## config.mk

```make
export PLATFORM = sky130hd
export DESIGN_NAME = regfile_write_scheduler_flat
export DESIGN_NICKNAME = d
export VERILOG_FILES = /design/src/rtl/regfile_write_scheduler_pkg.sv /design/src/rtl/regfile_write_scheduler_if.sv /design/src/rtl/regfile_write_scheduler_scoreboard.sv /design/src/rtl/regfile_write_scheduler.sv /design/src/flat_wrapper.sv
export SDC_FILE = /design/constraint.sdc
export NUM_CORES = 1
export LEC_CHECK = 0
export ABC_AREA = 1
export CORE_ASPECT_RATIO = 1.4
export CORE_MARGIN = 2
export CORE_UTILIZATION = 45
export CTS_BUF_LIST = sky130_fd_sc_hd__clkbuf_4
export DETAILED_ROUTE_END_ITERATION = 10
export PLACE_DENSITY = 0.92
export SYNTH_ARGS = -nofsm -noshare
export SYNTH_HDL_FRONTEND = slang
export SYNTH_SLANG_ARGS = --single-unit
```

## constraint.sdc

```tcl
create_clock -name clk -period 3.11 [get_ports clk]
set_input_delay 0.7775 -clock clk [delete_from_list [all_inputs] [get_ports clk]]
set_output_delay 0.7775 -clock clk [all_outputs]
set_load 0.01 [all_outputs]
```

## src/rtl/regfile_write_scheduler_pkg.sv

```systemverilog
// Shared sizes, grant encoding and helpers for the register file write scheduler.
package regfile_sched_pkg;

  localparam int NUM_REGS = 16;
  localparam int ADDR_W   = 5;
  localparam int DATA_W   = 32;
  localparam int IDX_W    = $clog2(NUM_REGS);

  typedef enum logic [1:0] {
    GNT_NONE,
    GNT_WB,
    GNT_MDU
  } grant_t;

  // r0 is hardwired to zero, so any write aimed at it must be suppressed.
  function automatic logic is_zero_reg(input logic [ADDR_W-1:0] addr);
    return (addr == '0);
  endfunction

endpackage

```

## src/rtl/regfile_write_scheduler_if.sv

```systemverilog
// Pipeline-side bundle of the write scheduler: WB and MDU requests, decode operands, RF write port.
interface regfile_write_scheduler_if;
  import regfile_sched_pkg::*;

  logic              wb_valid;
  logic [ADDR_W-1:0] wb_rd;
  logic [DATA_W-1:0] wb_data;
  logic              wb_stall;

  logic              mdu_issue;
  logic [ADDR_W-1:0] mdu_issue_rd;
  logic              mdu_valid;
  logic [ADDR_W-1:0] mdu_rd;
  logic [DATA_W-1:0] mdu_data;
  logic              mdu_ready;

  logic              id_valid;
  logic [ADDR_W-1:0] id_rs;
  logic [ADDR_W-1:0] id_rt;
  logic [ADDR_W-1:0] id_rd;
  logic              hazard_stall;

  logic              rf_reg_write;
  logic [ADDR_W-1:0] rf_rd;
  logic [DATA_W-1:0] rf_write_data;
  logic [NUM_REGS-1:0] busy_vec;

  modport master (
    output wb_valid, wb_rd, wb_data,
    output mdu_issue, mdu_issue_rd, mdu_valid, mdu_rd, mdu_data,
    output id_valid, id_rs, id_rt, id_rd,
    input  wb_stall, mdu_ready, hazard_stall,
    input  rf_reg_write, rf_rd, rf_write_data, busy_vec
  );

  modport slave (
    input  wb_valid, wb_rd, wb_data,
    input  mdu_issue, mdu_issue_rd, mdu_valid, mdu_rd, mdu_data,
    input  id_valid, id_rs, id_rt, id_rd,
    output wb_stall, mdu_ready, hazard_stall,
    output rf_reg_write, rf_rd, rf_write_data, busy_vec
  );

endinterface

```

## src/rtl/regfile_write_scheduler_scoreboard.sv

```systemverilog
// Busy scoreboard of registers awaiting an MDU result, with the decode hazard compare.
module rf_scoreboard
  import regfile_sched_pkg::*;
(
  input  logic                clk,
  input  logic                reset,
  input  logic                set_en,
  input  logic [ADDR_W-1:0]   set_addr,
  input  logic                clr_en,
  input  logic [ADDR_W-1:0]   clr_addr,
  input  logic                id_valid,
  input  logic [ADDR_W-1:0]   id_rs,
  input  logic [ADDR_W-1:0]   id_rt,
  input  logic [ADDR_W-1:0]   id_rd,
  output logic                hazard,
  output logic [NUM_REGS-1:0] busy_vec
);

  logic [NUM_REGS-1:0] busy;
  logic [NUM_REGS-1:0] set_mask;
  logic [NUM_REGS-1:0] clr_mask;
  logic [IDX_W-1:0]    set_idx;
  logic [IDX_W-1:0]    clr_idx;
  logic                unused_addr_hi;

  assign set_idx = set_addr[IDX_W-1:0];
  assign clr_idx = clr_addr[IDX_W-1:0];

  // Only the low index bits address the scoreboard.
  assign unused_addr_hi = ^{set_addr[ADDR_W-1:IDX_W], clr_addr[ADDR_W-1:IDX_W],
                            id_rs[ADDR_W-1:IDX_W], id_rt[ADDR_W-1:IDX_W],
                            id_rd[ADDR_W-1:IDX_W]};

  always_comb begin
    set_mask = '0;
    clr_mask = '0;
    if (set_en && (set_idx != '0))
      set_mask[set_idx] = 1'b1;
    if (clr_en)
      clr_mask[clr_idx] = 1'b1;
  end

  // Set is applied after clear so a reissue to the same register keeps it busy.
  always_ff @(posedge clk or posedge reset) begin
    if (reset)
      busy <= '0;
    else
      busy <= (busy & ~clr_mask) | set_mask;
  end

  assign hazard = id_valid & (busy[id_rs[IDX_W-1:0]] |
                              busy[id_rt[IDX_W-1:0]] |
                              busy[id_rd[IDX_W-1:0]]);

  assign busy_vec = busy;

endmodule

```

## src/rtl/regfile_write_scheduler.sv

```systemverilog
// Arbitrates WB and MDU onto the single register file write port and tracks MDU hazards.
module regfile_write_scheduler
  import regfile_sched_pkg::*;
#(
  parameter int STARVE_LIMIT = 4
) (
  input logic                    clk,
  input logic                    reset,
  regfile_write_scheduler_if.slave bus
);

  localparam int CNT_W = (STARVE_LIMIT < 1) ? 1 : $clog2(STARVE_LIMIT + 1);
  localparam logic [CNT_W-1:0] CNT_MAX = CNT_W'(STARVE_LIMIT);

  logic [CNT_W-1:0]  starve_cnt;
  logic              starved;
  logic              mdu_ready_c;
  grant_t            grant;
  logic [ADDR_W-1:0] gnt_rd;
  logic [DATA_W-1:0] gnt_data;

  logic              rf_reg_write_q;
  logic [ADDR_W-1:0] rf_rd_q;
  logic [DATA_W-1:0] rf_write_data_q;

  // mdu_ready is derived from WB and the counter only, never from mdu_valid.
  always_comb begin
    starved     = (starve_cnt == CNT_MAX);
    mdu_ready_c = !bus.wb_valid || starved;
    grant       = GNT_NONE;
    gnt_rd      = '0;
    gnt_data    = '0;
    if (bus.mdu_valid && mdu_ready_c) begin
      grant    = GNT_MDU;
      gnt_rd   = bus.mdu_rd;
      gnt_data = bus.mdu_data;
    end else if (bus.wb_valid) begin
      grant    = GNT_WB;
      gnt_rd   = bus.wb_rd;
      gnt_data = bus.wb_data;
    end
  end

  assign bus.mdu_ready = mdu_ready_c;
  assign bus.wb_stall  = bus.wb_valid && bus.mdu_valid && starved;

  // Counts consecutive cycles the MDU lost to WB; any MDU win restarts it.
  always_ff @(posedge clk or posedge reset) begin
    if (reset)
      starve_cnt <= '0;
    else if (grant == GNT_MDU)
      starve_cnt <= '0;
    else if (bus.wb_valid && bus.mdu_valid)
      starve_cnt <= starve_cnt + CNT_W'(1);
  end

  // Address and data are captured on every grant; the strobe is dropped for r0.
  always_ff @(posedge clk or posedge reset) begin
    if (reset) begin
      rf_reg_write_q  <= 1'b0;
      rf_rd_q         <= '0;
      rf_write_data_q <= '0;
    end else if (grant != GNT_NONE) begin
      rf_reg_write_q  <= !is_zero_reg(gnt_rd);
      rf_rd_q         <= gnt_rd;
      rf_write_data_q <= gnt_data;
    end else begin
      rf_reg_write_q  <= 1'b0;
    end
  end

  assign bus.rf_reg_write  = rf_reg_write_q;
  assign bus.rf_rd         = rf_rd_q;
  assign bus.rf_write_data = rf_write_data_q;

  rf_scoreboard u_scoreboard (
    .clk      (clk),
    .reset    (reset),
    .set_en   (bus.mdu_issue),
    .set_addr (bus.mdu_issue_rd),
    .clr_en   (grant == GNT_MDU),
    .clr_addr (bus.mdu_rd),
    .id_valid (bus.id_valid),
    .id_rs    (bus.id_rs),
    .id_rt    (bus.id_rt),
    .id_rd    (bus.id_rd),
    .hazard   (bus.hazard_stall),
    .busy_vec (bus.busy_vec)
  );

endmodule

```

## src/flat_wrapper.sv

```systemverilog
// flat-port wrapper written by rule: the top's interface ports become plain ports
module regfile_write_scheduler_flat import regfile_sched_pkg::*;
#(
  parameter int STARVE_LIMIT = 4
)
  (clk, reset, bus_wb_valid, bus_wb_rd, bus_wb_data, bus_mdu_issue, bus_mdu_issue_rd, bus_mdu_valid, bus_mdu_rd, bus_mdu_data, bus_id_valid, bus_id_rs, bus_id_rt, bus_id_rd, bus_wb_stall, bus_mdu_ready, bus_hazard_stall, bus_rf_reg_write, bus_rf_rd, bus_rf_write_data, bus_busy_vec);
  regfile_write_scheduler_if bus_i ();
  input logic clk;
  input logic reset;
  input wire logic [$bits(bus_i.wb_valid)-1:0] bus_wb_valid;
  input wire logic [$bits(bus_i.wb_rd)-1:0] bus_wb_rd;
  input wire logic [$bits(bus_i.wb_data)-1:0] bus_wb_data;
  input wire logic [$bits(bus_i.mdu_issue)-1:0] bus_mdu_issue;
  input wire logic [$bits(bus_i.mdu_issue_rd)-1:0] bus_mdu_issue_rd;
  input wire logic [$bits(bus_i.mdu_valid)-1:0] bus_mdu_valid;
  input wire logic [$bits(bus_i.mdu_rd)-1:0] bus_mdu_rd;
  input wire logic [$bits(bus_i.mdu_data)-1:0] bus_mdu_data;
  input wire logic [$bits(bus_i.id_valid)-1:0] bus_id_valid;
  input wire logic [$bits(bus_i.id_rs)-1:0] bus_id_rs;
  input wire logic [$bits(bus_i.id_rt)-1:0] bus_id_rt;
  input wire logic [$bits(bus_i.id_rd)-1:0] bus_id_rd;
  output wire logic [$bits(bus_i.wb_stall)-1:0] bus_wb_stall;
  output wire logic [$bits(bus_i.mdu_ready)-1:0] bus_mdu_ready;
  output wire logic [$bits(bus_i.hazard_stall)-1:0] bus_hazard_stall;
  output wire logic [$bits(bus_i.rf_reg_write)-1:0] bus_rf_reg_write;
  output wire logic [$bits(bus_i.rf_rd)-1:0] bus_rf_rd;
  output wire logic [$bits(bus_i.rf_write_data)-1:0] bus_rf_write_data;
  output wire logic [$bits(bus_i.busy_vec)-1:0] bus_busy_vec;
  assign bus_i.wb_valid = bus_wb_valid;
  assign bus_i.wb_rd = bus_wb_rd;
  assign bus_i.wb_data = bus_wb_data;
  assign bus_i.mdu_issue = bus_mdu_issue;
  assign bus_i.mdu_issue_rd = bus_mdu_issue_rd;
  assign bus_i.mdu_valid = bus_mdu_valid;
  assign bus_i.mdu_rd = bus_mdu_rd;
  assign bus_i.mdu_data = bus_mdu_data;
  assign bus_i.id_valid = bus_id_valid;
  assign bus_i.id_rs = bus_id_rs;
  assign bus_i.id_rt = bus_id_rt;
  assign bus_i.id_rd = bus_id_rd;
  assign bus_wb_stall = bus_i.wb_stall;
  assign bus_mdu_ready = bus_i.mdu_ready;
  assign bus_hazard_stall = bus_i.hazard_stall;
  assign bus_rf_reg_write = bus_i.rf_reg_write;
  assign bus_rf_rd = bus_i.rf_rd;
  assign bus_rf_write_data = bus_i.rf_write_data;
  assign bus_busy_vec = bus_i.busy_vec;
  regfile_write_scheduler #(.STARVE_LIMIT(STARVE_LIMIT)) u_core (.clk(clk), .reset(reset), .bus(bus_i));
endmodule
```

==> results.toml <==
[clocking]
clk_path_buf_depth = 2
worstSkewPairLatency_ps = 410
cts.reportedPaths.clkPinSlew_ps = 80
cts_tree = "done"
numCtsBuffers = 9
htree_num_levels = 3
root_buffer = "clkbuf_4"
ctsHoldBuffers = 0
post_cts_buffers = 0
clkSinkCount = 57

[route]
ant_nets = 0
vias_per_cell = 5.44
wl_met3_um = 1130
top_layer = "met4"
wl_per_cell_um = 15.9
wl_met2_um = 5500
post-route-drc-count = 0
wl_met1_um = 3870
routed_wl_um = 10800
via_count = 3715
drt_iter0_drc = 370
dr.pass1.iters = 7

[critical_path]
crit_start = "bus_wb_valid"
r2r-start = "u_core.starve_cnt[0]"
ff2ff_path_depth = 12
required_ps = 2330
cp-end-kind = "primary output"
worst_setup_path_start_kind = "input port"
criticalPathCategory = "input port to primary output"
crit_arrival_ps = 2190
cp_max_fo = 4
r2r_setup_slack_ps = 1060

[power_and_ir_drop]
power.density_mw_per_mm2 = 485
power_frac_comb = 0.353
p_leak_nw = 2.26
pwr-share-seq = 0.396
pwr-share-clk = 0.251
power_w = 0.00242
ir_drop_uv = 294
p_switching_w = 0.000783
switching_share = 0.324
p_int_w = 0.00163

[logic_synthesis]
synth_simple_gate_area_share = 0.369
ys_types = 30
muxShareOfSynthArea = 0
synth_fa_ha_area_frac = 0.00773
yosysTopAreaCellShare = 0.441
synth_top_family_by_area = "simple AND/OR/NAND/NOR gates"
synthTopCellsByArea = "dfrtp_1, nand3_1, nand2_1, inv_1, o21ai_0"
syn_nets = 533
yosys.area.top_type = "dfrtp_1"
avgSynthCellArea_um2 = 7.51
ys_seq_elements = 57
synthXorXnorAreaFrac = 0.00271
synthFlopType = "dfrtp_1"
ys_seq_area_frac = 0.441
synth_cells = 431
yosysWarnings = 0
synth_compound_area_frac = 0.0816
synth_edf_count = 0
synth_area_mm2 = 0.00324
async_reset_ff_frac = 1.00

[timing]
rsz0062_at_grt = "no"
finalHoldViolations = 0
slew_viol_final = 0
period_needed_ps = 2970
tightest_slew_ps = 650
slew_headroom = 0.566
setup_violations = 0
clock.fmax_mhz = 337
clock_skew_ps = 14.1
period_share = 0.954
holdWs_ps = 523

[global_route]
antenna_found_initial = 0
grt_pass1_wl_um = 17500
track_usage = 0.290
grt_pass1_vias = 3733
grt_max_degree = 38
gr-total-overflow = 0

[die]
design.core.area_mm2 = 0.00698
die_y_um = 104
die_area_mm2 = 0.00789
fp-row-count = 36
io_pins = 157
initial_core_util = 0.463
chipWidth_um = 75.7

[finish]
nets = 686
final_util = 0.713
layout_common_cells = "clkdlybuf4s50_1, nand3_1, nand2_1"
antenna_cells = 0
final_area_mm2 = 0.00498
final_common_cell = "clkdlybuf4s50_1"
drive_gt1_frac = 0.0680
area_growth_pct = 53.9

[min_path]
holdPathStages = 1
hold_path.class = "flop to flop"
min_from = "u_core.bus.rf_rd[1]"

[placement]
io_buffers = 152
hpwl_um = 8250
placedInstanceArea_mm2 = 0.00483
gp_congestion = 0.956

[status]
status = "completed"

[job]
cap_violations = 0
-- worst max-delay path: stages --
cell and delay [ps]:
clkdlybuf4s50_1 540, inv_1 70, nor3_1 200, clkdlybuf4s50_1 590
-- synth_stat cells (3+ instances only) --
cell type / number
buf_6: 5
buf_1: 3
clkbuf_1: 5
buf_2: 8
nor2_1: 12
dfrtp_1: 57
nand3_1: 141
o211ai_1: 6
inv_1: 41
nand2_1: 96
o21ai_0: 21
o21ai_1: 13
-- registers in the layout, indices dropped and copies added, names as in the netlist --
name and count:
u_core.bus.rf_write_data 32, u_core.starve_cnt 3, u_core.u_scoreboard.busy_vec 16, u_core.bus.rf_rd 5, u_core.bus.rf_reg_write 1
-- per-layer routing --
metal,vias to the layer above,GRT usage
met5,-,0
met4,0,0.114
met3,31,0.103
met2,246,0.477
met1,1691,0.335
li1,1747,-
-- what timing repair did --
action                                  in CTS  in global routing
endpoints found under the hold margin        0                  0
cloned                                       0                  0
endpoints found under the setup margin       1                  1
gates resized for setup                      1                  2
-- logic make-up (layout without fill, tap and decap cells) --
| family | Yosys count | in the layout |
|---|---|---|
| simple gates | 258 | 258 |
| compound gates | 47 | 47 |
| xor+xnor | 1 | 1 |
| fa+ha+maj | 2 | 2 |
| flops | 57 | 57 |
| buf+inv | 66 | 223 |
-- metrics by stage --
stage / std cells / worst slack, ps / TNS, ps
after floorplan: 431 / 777 / 0
after global placement: 668 / -194 / -194
after detailed placement: 668 / -218 / -218
after CTS: 683 / 31.4 / 0
after global routing: 683 / 0.0584 / 0
final: 683 / 142 / 0
-- worst paths after layout --
check,endpoint
max,bus_wb_stall
min,u_core.bus.rf_rd[1]
max reg2reg,u_core.u_scoreboard.busy_vec[3]
min reg2reg,u_core.bus.rf_rd[1]
max in group asynchronous,u_core.bus.rf_write_data[5]
min in group asynchronous,u_core.u_scoreboard.busy_vec[12]
-- final cells by class --
cell class | count | area [um2]
repair buffers | 165 | 1630
flip-flops and latches | 57 | 1430
inverters | 43 | 164
multi-input cells | 308 | 1490
clock buffers | 11 | 82.6
clock inverters | 4 | 68.8
fillers | 517 | 2000
well taps | 95 | 119
-- power groups by stage --
stage | registers (W) | logic (W) | clock network, W
after floorplan | 0.00100 | 0.000336 | 0
after global placement | 0.000963 | 0.000822 | 0
after detailed placement | 0.000967 | 0.000850 | 0
after CTS | 0.000955 | 0.000851 | 0.000617
after global routing | 0.000971 | 0.000941 | 0.000653
final | 0.000958 | 0.000853 | 0.000606
No activity file was read; power rests on OpenSTA's default activity.
